## config.mk

```make
export PLATFORM = sky130hd
export DESIGN_NAME = ahb_burst_master_flat
export DESIGN_NICKNAME = d
export VERILOG_FILES = /design/src/rtl/ahb_burst_master_if.sv /design/src/rtl/ahb_burst_master.sv /design/src/flat_wrapper.sv
export SDC_FILE = /design/constraint.sdc
export NUM_CORES = 1
export LEC_CHECK = 0
export ABC_AREA = 1
export ABC_CLOCK_PERIOD_IN_PS = 1800
export BUFFER_PORTS_ARGS = -buffer_cell sky130_fd_sc_hd__buf_4
export CORE_ASPECT_RATIO = 2
export CORE_MARGIN = 2
export CORE_UTILIZATION = 50
export DETAILED_ROUTE_END_ITERATION = 10
export GPL_ROUTABILITY_DRIVEN = 0
export GPL_TIMING_DRIVEN = 0
export PLACE_DENSITY = 0.81
export SYNTH_ARGS = -nofsm -noshare
export SYNTH_HDL_FRONTEND = slang
export SYNTH_SLANG_ARGS = --single-unit
export TNS_END_PERCENT = 1
```

## constraint.sdc

```tcl
create_clock -name HCLK -period 1.8 [get_ports HCLK]
set_input_delay 0.18 -clock HCLK [delete_from_list [all_inputs] [get_ports HCLK]]
set_output_delay 0.18 -clock HCLK [all_outputs]
set_load 0.005 [all_outputs]
```

## src/rtl/ahb_burst_master_if.sv

```systemverilog
// ahb_burst_master_if: local command/stream side plus AHB-Lite initiator bus of ahb_burst_master
//   master modport: the initiator (drives cmd_ready, wr_ready, rd_*, done, err, HADDR..HWDATA)
//   slave modport : local logic plus the bus fabric (drives cmd_*, wr_valid, wr_data, HREADY, HRESP, HRDATA)
interface ahb_burst_master_if #(parameter int LEN_W = 5);
   logic             cmd_valid;
   logic             cmd_ready;
   logic             cmd_write;
   logic [31:0]      cmd_addr;
   logic [LEN_W-1:0] cmd_len;
   logic             wr_valid;
   logic             wr_ready;
   logic [31:0]      wr_data;
   logic             rd_valid;
   logic [31:0]      rd_data;
   logic             done;
   logic             err;
   logic [31:0]      HADDR;
   logic [1:0]       HTRANS;
   logic             HWRITE;
   logic [2:0]       HSIZE;
   logic [2:0]       HBURST;
   logic [31:0]      HWDATA;
   logic             HREADY;
   logic [1:0]       HRESP;
   logic [31:0]      HRDATA;
   modport master (
      input  cmd_valid, cmd_write, cmd_addr, cmd_len, wr_valid, wr_data, HREADY, HRESP, HRDATA,
      output cmd_ready, wr_ready, rd_valid, rd_data, done, err, HADDR, HTRANS, HWRITE, HSIZE, HBURST, HWDATA
   );
   modport slave (
      output cmd_valid, cmd_write, cmd_addr, cmd_len, wr_valid, wr_data, HREADY, HRESP, HRDATA,
      input  cmd_ready, wr_ready, rd_valid, rd_data, done, err, HADDR, HTRANS, HWRITE, HSIZE, HBURST, HWDATA
   );
endinterface

```

## src/rtl/ahb_burst_master.sv

```systemverilog
// ahb_burst_master: AHB-Lite initiator turning one command into a SINGLE or INCR/INCRn word burst
//   HCLK, HRESETn : bus clock, asynchronous active-low reset
//   bus (master)  : cmd_* command handshake, wr_* write stream, rd_* read stream, done/err status,
//                   AHB-Lite HADDR/HTRANS/HWRITE/HSIZE/HBURST/HWDATA out, HREADY/HRESP/HRDATA in
//   AHB_MST_BSWAP_EN : when defined, write and read words are byte-reversed between local side and bus
module ahb_burst_master #(
   parameter int MAX_BEATS = 16,
   parameter int LEN_W     = 5
) (
   input logic                HCLK,
   input logic                HRESETn,
   ahb_burst_master_if.master bus
);
   localparam logic [1:0] T_IDLE = 2'b00, T_BUSY = 2'b01, T_NONSEQ = 2'b10, T_SEQ = 2'b11;
   typedef enum logic [2:0] {S_IDLE, S_ADDR, S_BURST, S_LAST, S_ERR, S_DONE} state_t;
   state_t           r_state, w_nxt;
   logic [31:0]      r_addr;
   logic [LEN_W-1:0] r_left;
   logic             r_write;
   logic [2:0]       r_burst;
   logic             r_dph;
   logic [31:0]      r_hwdata;
   logic             r_rd_valid;
   logic [31:0]      r_rd_data;
   logic             r_err;
   logic [LEN_W-1:0] w_len;
   logic             w_cross;
   logic [2:0]       w_burst;
   logic             w_accept;
   logic             w_bad;
   logic             w_err1;
   logic             w_issue;
   logic             w_acc;
   logic             w_rd;
   logic             w_fail;
   logic             w_unused;
   function automatic logic [31:0] f_lane(input logic [31:0] d);
`ifdef AHB_MST_BSWAP_EN
      return {d[7:0], d[15:8], d[23:16], d[31:24]};
`else
      return d;
`endif
   endfunction
   assign w_unused = &{1'b0, bus.cmd_addr[1:0]};
   assign w_len = (bus.cmd_len == '0) ? LEN_W'(1) :
                  (bus.cmd_len > LEN_W'(MAX_BEATS)) ? LEN_W'(MAX_BEATS) : bus.cmd_len;
   // Last word index past 255 means the burst runs over a 1 KB page.
   assign w_cross = ({2'b00, bus.cmd_addr[9:2]} + 10'(w_len)) > 10'd256;
   assign w_burst = (w_len == LEN_W'(1)) ? 3'b000 :
                    w_cross ? 3'b001 :
                    (w_len == LEN_W'(4)) ? 3'b011 :
                    (w_len == LEN_W'(8)) ? 3'b101 :
                    (w_len == LEN_W'(16)) ? 3'b111 : 3'b001;
   assign w_accept = (r_state == S_IDLE) && bus.cmd_valid;
   // ERROR on the outstanding data phase cancels whatever address is being presented.
   assign w_bad   = r_dph && (bus.HRESP == 2'b01);
   assign w_err1  = w_bad && !bus.HREADY;
   assign w_issue = (r_state == S_ADDR || r_state == S_BURST) && (!r_write || bus.wr_valid) && !w_bad;
   assign w_acc   = w_issue && bus.HREADY;
   assign w_rd    = r_dph && bus.HREADY && (bus.HRESP == 2'b00) && !r_write;
   always_ff @(posedge HCLK or negedge HRESETn)
      if (!HRESETn) r_state <= S_IDLE;
      else r_state <= w_nxt;
   always_comb begin
      w_nxt  = r_state;
      w_fail = 1'b0;
      case (r_state)
         S_IDLE: w_nxt = bus.cmd_valid ? S_ADDR : S_IDLE;
         S_ADDR, S_BURST, S_LAST:
            if (w_bad) begin
               w_nxt  = bus.HREADY ? S_DONE : S_ERR;
               w_fail = bus.HREADY;
            end else if (r_state == S_LAST)
               w_nxt = bus.HREADY ? S_DONE : S_LAST;
            else if (w_acc)
               w_nxt = (r_left == LEN_W'(1)) ? S_LAST : S_BURST;
         S_ERR: begin
            w_nxt  = bus.HREADY ? S_DONE : S_ERR;
            w_fail = bus.HREADY;
         end
         default: w_nxt = S_IDLE;
      endcase
   end
   always_comb begin
      // A beat landing on a 1 KB page start restarts the burst with NONSEQ; never BUSY into it.
      bus.HTRANS    = w_issue ? ((r_state == S_ADDR || r_addr[9:0] == 10'd0) ? T_NONSEQ : T_SEQ) :
                      (r_state == S_BURST && !w_bad && r_addr[9:0] != 10'd0) ? T_BUSY : T_IDLE;
      bus.wr_ready  = w_acc && r_write;
      bus.cmd_ready = r_state == S_IDLE;
      bus.done      = r_state == S_DONE;
      bus.err       = (r_state == S_DONE) && r_err;
      bus.rd_valid  = r_rd_valid;
      bus.rd_data   = r_rd_data;
      bus.HADDR     = r_addr;
      bus.HWRITE    = r_write;
      bus.HSIZE     = 3'b010;
      bus.HBURST    = r_burst;
      bus.HWDATA    = r_hwdata;
   end
   always_ff @(posedge HCLK or negedge HRESETn) begin
      if (!HRESETn) begin
         r_addr     <= '0;
         r_left     <= '0;
         r_write    <= 1'b0;
         r_burst    <= 3'b000;
         r_dph      <= 1'b0;
         r_hwdata   <= '0;
         r_rd_valid <= 1'b0;
         r_rd_data  <= '0;
         r_err      <= 1'b0;
      end else begin
         if (w_accept) begin
            r_addr  <= {bus.cmd_addr[31:2], 2'b00};
            r_left  <= w_len;
            r_write <= bus.cmd_write;
            r_burst <= w_burst;
            r_err   <= 1'b0;
         end else if (w_acc) begin
            r_addr <= r_addr + 32'd4;
            r_left <= r_left - LEN_W'(1);
         end
         if (w_fail) r_err <= 1'b1;
         if (bus.HREADY) r_dph <= w_acc;
         if (w_acc && r_write) r_hwdata <= f_lane(bus.wr_data);
         r_rd_valid <= w_rd;
         if (w_rd) r_rd_data <= f_lane(bus.HRDATA);
      end
   end
endmodule

```

## src/flat_wrapper.sv

```systemverilog
// flat-port wrapper written by rule: the top's interface ports become plain ports
module ahb_burst_master_flat 
#(
   parameter int MAX_BEATS = 16,
   parameter int LEN_W     = 5
)
  (HCLK, HRESETn, bus_cmd_valid, bus_cmd_write, bus_cmd_addr, bus_cmd_len, bus_wr_valid, bus_wr_data, bus_HREADY, bus_HRESP, bus_HRDATA, bus_cmd_ready, bus_wr_ready, bus_rd_valid, bus_rd_data, bus_done, bus_err, bus_HADDR, bus_HTRANS, bus_HWRITE, bus_HSIZE, bus_HBURST, bus_HWDATA);
  ahb_burst_master_if #(.LEN_W(LEN_W)) bus_i ();
  input logic HCLK;
  input logic HRESETn;
  input wire logic [$bits(bus_i.cmd_valid)-1:0] bus_cmd_valid;
  input wire logic [$bits(bus_i.cmd_write)-1:0] bus_cmd_write;
  input wire logic [$bits(bus_i.cmd_addr)-1:0] bus_cmd_addr;
  input wire logic [$bits(bus_i.cmd_len)-1:0] bus_cmd_len;
  input wire logic [$bits(bus_i.wr_valid)-1:0] bus_wr_valid;
  input wire logic [$bits(bus_i.wr_data)-1:0] bus_wr_data;
  input wire logic [$bits(bus_i.HREADY)-1:0] bus_HREADY;
  input wire logic [$bits(bus_i.HRESP)-1:0] bus_HRESP;
  input wire logic [$bits(bus_i.HRDATA)-1:0] bus_HRDATA;
  output wire logic [$bits(bus_i.cmd_ready)-1:0] bus_cmd_ready;
  output wire logic [$bits(bus_i.wr_ready)-1:0] bus_wr_ready;
  output wire logic [$bits(bus_i.rd_valid)-1:0] bus_rd_valid;
  output wire logic [$bits(bus_i.rd_data)-1:0] bus_rd_data;
  output wire logic [$bits(bus_i.done)-1:0] bus_done;
  output wire logic [$bits(bus_i.err)-1:0] bus_err;
  output wire logic [$bits(bus_i.HADDR)-1:0] bus_HADDR;
  output wire logic [$bits(bus_i.HTRANS)-1:0] bus_HTRANS;
  output wire logic [$bits(bus_i.HWRITE)-1:0] bus_HWRITE;
  output wire logic [$bits(bus_i.HSIZE)-1:0] bus_HSIZE;
  output wire logic [$bits(bus_i.HBURST)-1:0] bus_HBURST;
  output wire logic [$bits(bus_i.HWDATA)-1:0] bus_HWDATA;
  assign bus_i.cmd_valid = bus_cmd_valid;
  assign bus_i.cmd_write = bus_cmd_write;
  assign bus_i.cmd_addr = bus_cmd_addr;
  assign bus_i.cmd_len = bus_cmd_len;
  assign bus_i.wr_valid = bus_wr_valid;
  assign bus_i.wr_data = bus_wr_data;
  assign bus_i.HREADY = bus_HREADY;
  assign bus_i.HRESP = bus_HRESP;
  assign bus_i.HRDATA = bus_HRDATA;
  assign bus_cmd_ready = bus_i.cmd_ready;
  assign bus_wr_ready = bus_i.wr_ready;
  assign bus_rd_valid = bus_i.rd_valid;
  assign bus_rd_data = bus_i.rd_data;
  assign bus_done = bus_i.done;
  assign bus_err = bus_i.err;
  assign bus_HADDR = bus_i.HADDR;
  assign bus_HTRANS = bus_i.HTRANS;
  assign bus_HWRITE = bus_i.HWRITE;
  assign bus_HSIZE = bus_i.HSIZE;
  assign bus_HBURST = bus_i.HBURST;
  assign bus_HWDATA = bus_i.HWDATA;
  ahb_burst_master #(.MAX_BEATS(MAX_BEATS), .LEN_W(LEN_W)) u_core (.HCLK(HCLK), .HRESETn(HRESETn), .bus(bus_i));
endmodule
```

==> impl_metrics.py, run 1 <==
metrics = {
    "status": {
        "status": "finished, violations left",
        "violations": "negative setup slack",
    },
    "detailed_routing": {
        "drc": 0,
        "drt_first_iter_violations": 402,
        "drt-total-wl_um": 18700,
        "wl_per_cell_um": 15.5,
        "vias": 6237,
        "first_pass_iters": 5,
        "antenna_left": 0,
        "viasPerCell": 5.17,
    },
    "setup_path": {
        "critPathSlowestCell": "dfrtp_1",
        "path_max_fanout": 2,
        "crit_family": "flip-flops",
        "r2r_cells": 7,
        "r2r_setup_slack_ns": 0.04,
        "slowest_delay_ns": 0.39,
        "rr_startpoint": "u_core.r_state[1]",
        "arrival_ns": 1.71,
        "cp_num_buf_inv": 2,
        "critPathKind": "flip-flop to output pin",
        "path_cells": "nand3b_1, buf_4, nand4_1, a41oi_2, buf_4",
        "r2r_end": "u_core.bus.HADDR[28]",
        "critPathRequiredTime_ns": 1.62,
        "cp_common_cell": "buf_4",
        "cp-start-kind": "flip-flop",
        "end_kind": "output pin",
    },
    "grt": {
        "antenna_found_initial": 0,
        "grt_pass1_wl_um": 28300,
        "grt_usage_pct": 28.9,
        "grt_pass1_vias": 5978,
        "grt_overflow": 0,
        "grt_max_degree": 110,
    },
    "timing": {
        "worst_clock_skew_ns": 0.0115,
        "fin_ws_ns": -0.0895,
        "relSlewSlack_pct": 65.6,
        "tightest_slew_ns": 0.516,
        "drv_slew": 0,
        "final-hold-violation-count": 0,
        "max_freq_mhz": 529,
        "min_period_ns": 1.89,
        "grt_setup_unrepaired": "true",
        "whs_ns": 0.00502,
        "period_share_pct": 105,
        "finalSetupViolations": 1,
    },
    "cells_and_area": {
        "drive_above_1_share_pct": 30.3,
        "instances_no_fill": 1206,
        "area_growth_pct": 40.8,
        "fin_util_pct": 71.6,
        "num-nets-final": 1175,
        "diodes": 0,
    },
    "clock_tree": {
        "clkSinkCount": 109,
        "numCtsBuffers": 9,
        "cts.clk_slew.worst_paths_ns": 0.08,
        "tritoncts": "yes",
        "cts_max_level": 3,
        "clk_latency_ns": 0.36,
        "root_buffer": "clkbuf_16",
        "clockBufferDepth": 2,
    },
    "placed_design": {
        "numPortBuffers": 211,
        "place_inst": 1169,
        "dpl.hpwl_um": 14100,
        "post-place-ws_ns": -0.430,
    },
    "power": {
        "netSwitchingPower_uw": 5310,
        "swShare_pct": 40.9,
        "p_seq_share_pct": 35.3,
        "p_per_area_nw_per_um2": 1560,
        "p_int_uw": 7660,
        "leakage_uw": 0.00449,
        "p_comb_share_pct": 49.2,
        "clockPowerShare_pct": 15.5,
        "fin_total_pwr_uw": 13000,
        "ir_worst_vdd_v": 0.000902,
    },
    "floorplanning": {
        "die_h_um": 158,
        "num_io_pins": 219,
        "die-area_um2": 12800,
        "fp.dieW_um": 80.9,
        "rows": 56,
        "start_util_pct": 50.8,
        "coreArea_um2": 11600,
    },
    "hold_path": {
        "hold_path_depth": 3,
        "min_from": "bus_HRDATA[13]",
        "hold_class": "input port to flip-flop",
        "hold_end": "u_core.bus.rd_data[13]",
    },
    "synth": {
        "synth_most_common_cell": "nand2_1",
        "synth_area_per_cell_um2": 7.30,
        "yosysUniqueCellTypes": 41,
        "synth_seq_cells": 109,
        "netlist_area_um2": 5910,
        "synthArstFlopShare_pct": 100,
        "synth-edff-count": 0,
        "synth_area_leaders": "dfrtp_1 46%, nand2_1 23%, nor2_1 4.7%, inv_1 3.8%, nand3_1 3.1%",
        "yosys_warnings": 0,
        "yosys.area.top_type": "dfrtp_1",
        "ys.flop_type": "dfrtp_1",
        "synth_cells": 810,
        "ys_seq_area_share_pct": 46.1,
        "synth_top_cells_by_count": "364 x nand2_1, 109 x dfrtp_1, 74 x nor2_1, 60 x inv_1, 37 x nand3_1",
        "synth_top_area_share_pct": 46.1,
    },
    "flow_run": {
        "drv_cap": 0,
    },
}
-- worst min-delay path, stage by stage --
cell	delay (ns)
buf_4	0.08
nand2_1	0.04
nand2_1	0.04
-- layer usage --
| metal | track usage, % | part of all wire [%] | routed length (um) | vias up |
|---|---|---|---|---|
| li1 | - | - | - | 3034 |
| met1 | 29.6 | 34 | 6380 | 2890 |
| met2 | 51.9 | 54 | 10000 | 245 |
| met3 | 6.27 | 6.3 | 1170 | 68 |
| met4 | 17.4 | 5.9 | 1100 | 0 |
| met5 | 0 | 0 | 0 | - |
-- power by group through the flow --
| stage | Combinational, uW | Sequential [uW] | Clock (uW) |
|---|---|---|---|
| global route | 7060 | 4710 | 2140 |
| detailed placement | 5870 | 4570 | 0 |
| global placement | 5710 | 4550 | 0 |
| finish | 6390 | 4570 | 2010 |
| floorplan | 2980 | 4470 | 0 |
| CTS | 6160 | 4540 | 2030 |
-- cell families after synthesis --
kind of cell,share of synthesized area [%]
compound gates,5.69
xor+xnor,1.48
fa+ha+maj,2.24
buf+inv,7.49
flops,46.1
other cells,0.127
simple gates,36.8
-- per-stage QoR --
stage | TNS [ns] | area [um2]
floorplan | 0 | 5930
global placement | -2.40 | 7700
detailed placement | -2.46 | 7700
CTS | -0.107 | 8140
global route | -0.948 | 8320
finish | -0.0895 | 8320
-- how the worst max path moves through the flow --
stage	start	slack, ns	depth (start not counted)	end
3_5_place_dp	bus_cmd_len[1]	-0.43	15	u_core.bus.HBURST[2]
2_1_floorplan	bus_cmd_len[1]	0.03	14	u_core.bus.HBURST[1]
5_1_grt	u_core.r_dph	-0.08	5	bus_HTRANS[0]
4_1_cts	u_core.r_dph	-0.05	5	bus_HTRANS[0]
6_report	u_core.r_dph	-0.09	5	bus_HTRANS[0]
3_3_place_gp	bus_cmd_len[1]	-0.37	15	u_core.bus.HBURST[2]
-- cells in the final DEF (no fill, tap or decap), types with 2 or more instances in the layout --
cell type    n
a21oi_1      5
nor2_4       2
inv_4        2
nand2_2      3
nand4_1     13
clkbuf_1     7
o21ai_0     23
inv_2        4
inv_8        3
or2_2        3
conb_1       5
nand3_1     35
nor3_2       3
dfrtp_2      5
xor2_1       9
clkbuf_4     2
nor2_1      66
inv_1       58
o21bai_1     3
nor3_4       3
buf_6        5
clkbuf_16    9
nand2_4      3
a22oi_1      2
o21ai_1      6
buf_2        6
nor4_1       2
a31oi_1      4
ha_1         7
nor3_1       8
inv_6        2
nand3_2      3
nand3b_1     7
nand2_1    361
dfrtp_1    104
buf_4      240
nor2_2      12
o211ai_1     9
-- layout make-up --
| type | count | area (um2) |
|---|---|---|
| buffer | 31 | 200 |
| clock buffer | 10 | 239 |
| clock inverter | 6 | 60.1 |
| fill | 952 | 3310 |
| inverter | 64 | 245 |
| multi-input combinational | 608 | 2890 |
| sequential | 109 | 2730 |
| tap | 145 | 181 |
| timing repair buffer | 233 | 1780 |
-- state kept, by name (all words and copies together) (netlist names) --
name                 cells
u_core.r_state           3
u_core.bus.HWRITE        1
u_core.r_left            5
u_core.bus.HADDR        30
u_core.r_err             1
u_core.r_dph             1
u_core.bus.HWDATA       32
u_core.bus.rd_valid      1
u_core.bus.HBURST        3
u_core.bus.rd_data      32
-- what timing repair did --
item                       in CTS  in global routing
pin swaps                       6                  9
setup endpoints to repair      34                 54
hold buffers                    0                  1
gates cloned                    0                  0
resized for setup              16                 28
hold endpoints to repair        0                 12
buffers inserted               12                  8
(Power assumes the default switching activity.)
==> inputs of run 2 (changes only) <==
Settings changed: CORE_UTILIZATION 50 to 45, PLACE_DENSITY 0.81 to 0.74.
==> impl_metrics.py, run 2 (same netlist as run 1, synthesis figures left out) <==
metrics = {
    "cells_and_area": {
        "drive_above_1_share_pct": 30.3,
        "mostFrequentLayoutCell": "nand2_1",
        "final_cell_mix": "361 x nand2_1, 239 x buf_4, 106 x dfrtp_1, 66 x nor2_1, 59 x inv_1",
        "instances_no_fill": 1215,
        "diodes": 0,
        "area_growth_pct": 41.7,
        "num-nets-final": 1178,
        "design_area_um2": 8380,
    },
    "setup_path": {
        "path_cells": "buf_6, inv_2, nand4_1, a41oi_2, buf_4",
        "arrival_ns": 1.66,
        "crit_family": "flip-flops",
        "critPathRequiredTime_ns": 1.62,
        "cp-start-kind": "flip-flop",
        "slowest_delay_ns": 0.43,
        "cp_num_buf_inv": 3,
        "critPathKind": "flip-flop to output pin",
        "end_kind": "output pin",
        "path_max_fanout": 4,
        "critPathSlowestCell": "dfrtp_1",
    },
    "clock_tree": {
        "cts_max_level": 3,
        "root_buffer": "clkbuf_16",
        "clk_latency_ns": 0.36,
        "clkSinkCount": 109,
        "numCtsBuffers": 9,
        "tritoncts": "yes",
        "cts.clk_slew.worst_paths_ns": 0.08,
        "clockBufferDepth": 2,
    },
    "timing": {
        "min_period_ns": 1.84,
        "relSlewSlack_pct": 59.2,
        "tightest_slew_ns": 0.613,
        "max_freq_mhz": 543,
        "worst_clock_skew_ns": 0.0132,
        "finalSetupViolations": 2,
        "finalSetupTns_ns": -0.0545,
        "grt_setup_unrepaired": "true",
        "drv_slew": 0,
        "period_share_pct": 102,
        "final-hold-violation-count": 0,
        "fin_ws_ns": -0.0401,
    },
    "floorplanning": {
        "num_io_pins": 219,
        "die_h_um": 166,
        "fp.dieW_um": 85.1,
        "start_util_pct": 45.8,
        "die-area_um2": 14100,
        "rows": 59,
        "coreArea_um2": 12900,
    },
    "detailed_routing": {
        "wl_per_cell_um": 15.7,
        "vias": 6191,
        "antenna_left": 0,
        "first_pass_iters": 5,
        "drc": 0,
        "viasPerCell": 5.10,
        "drt-total-wl_um": 19000,
        "drt_first_iter_violations": 397,
    },
    "flow_run": {
        "drv_cap": 0,
    },
    "power": {
        "ir_worst_vdd_v": 0.000912,
        "p_per_area_nw_per_um2": 1550,
        "fin_total_pwr_uw": 13000,
        "leakage_uw": 0.00453,
    },
    "status": {
        "status": "finished, violations left",
        "violations": "negative setup slack",
    },
    "placed_design": {
        "dpl_cell_area_um2": 7730,
        "dpl.hpwl_um": 14400,
        "place_inst": 1177,
        "numPortBuffers": 211,
    },
    "hold_path": {
        "hold_class": "input port to flip-flop",
    },
    "grt": {
        "antenna_found_initial": 0,
        "grt_pass1_wl_um": 30100,
        "grt_usage_pct": 26.9,
        "grt_overflow": 0,
        "grt_max_degree": 66,
        "grt_pass1_vias": 6163,
    },
}
run 2: cell types whose count changed in the layout (fill, tap and decap cells not counted), sizes merged:
cell      change
buf           +2
clkinv        +1
inv           -2
clkinvlp      +1
run 2: metrics by stage:
| step | hold WS (ns) | setup WS (ns) | utilization [%] |
|---|---|---|---|
| final | 0.0102 | -0.0401 | 64.8 |
| after floorplan | -0.116 | 0.0312 | - |
| after detailed placement | 0.237 | -0.482 | 59.9 |
| after global placement | 0.373 | -0.479 | 59.7 |
| after global routing | 0.00440 | -0.0922 | 64.8 |
| after CTS | 0.00188 | -0.0309 | 63.5 |
run 2: power by group:
part	internal [uW]	switching (uW)	total, uW	leakage [uW]
clock	958	977	1930	0.000134
sequential	3580	999	4580	0.00137
combinational	3160	3310	6480	0.00303
run 2: layout make-up:
class	instances	area, um2
clock buffer	9	225
tap	152	190
multi-input combinational	608	2880
inverter	64	248
buffer	31	240
sequential	109	2730
fill	1169	4540
clock inverter	6	53.8
timing repair buffer	236	1810
run 2: what timing repair did:
item / in CTS / in global routing
hold endpoints to repair: 44 / 0
gates cloned: 0 / 0
hold buffers: 1 / 0
resized for setup: 20 / 42
setup endpoints to repair: 36 / 94
setup buffers: 16 / 7
pin swaps: 10 / 14
run 2: path summary, 6_finish.rpt:
check | startpoint | endpoint | slack, ns | depth (start not counted)
setup / recovery | u_core.r_state[0] | bus_HTRANS[0] | -0.04 | 5
hold / removal | bus_wr_data[24] | u_core.bus.HWDATA[24] | 0.01 | 3
setup reg to reg | u_core.r_state[0] | u_core.bus.HADDR[11] | 0.04 | 11
hold reg to reg | u_core.bus.HWDATA[8] | u_core.bus.HWDATA[8] | 0.48 | 2
max in group asynchronous | HRESETn | u_core.bus.HWDATA[2] | 0.68 | 3
min in group asynchronous | HRESETn | u_core.bus.HBURST[2] | 0.38 | 2
run 2: routing by layer:
metal  GRT usage [%]  vias to the layer above  routed length [um]
met5               0                        -                   0
met4            15.0                        0                1150
met3            4.17                       78                1050
met2            49.2                      247               10300
met1            28.5                     2830                6570
li1                -                     3036                   -
run 2: worst min-delay path, delay by kind of cell:
| kind | cells | cell delay [ns] |
|---|---|---|
| AND/OR/NAND/NOR | 2 | 0.08 |
| buffers and inverters | 1 | 0.08 |
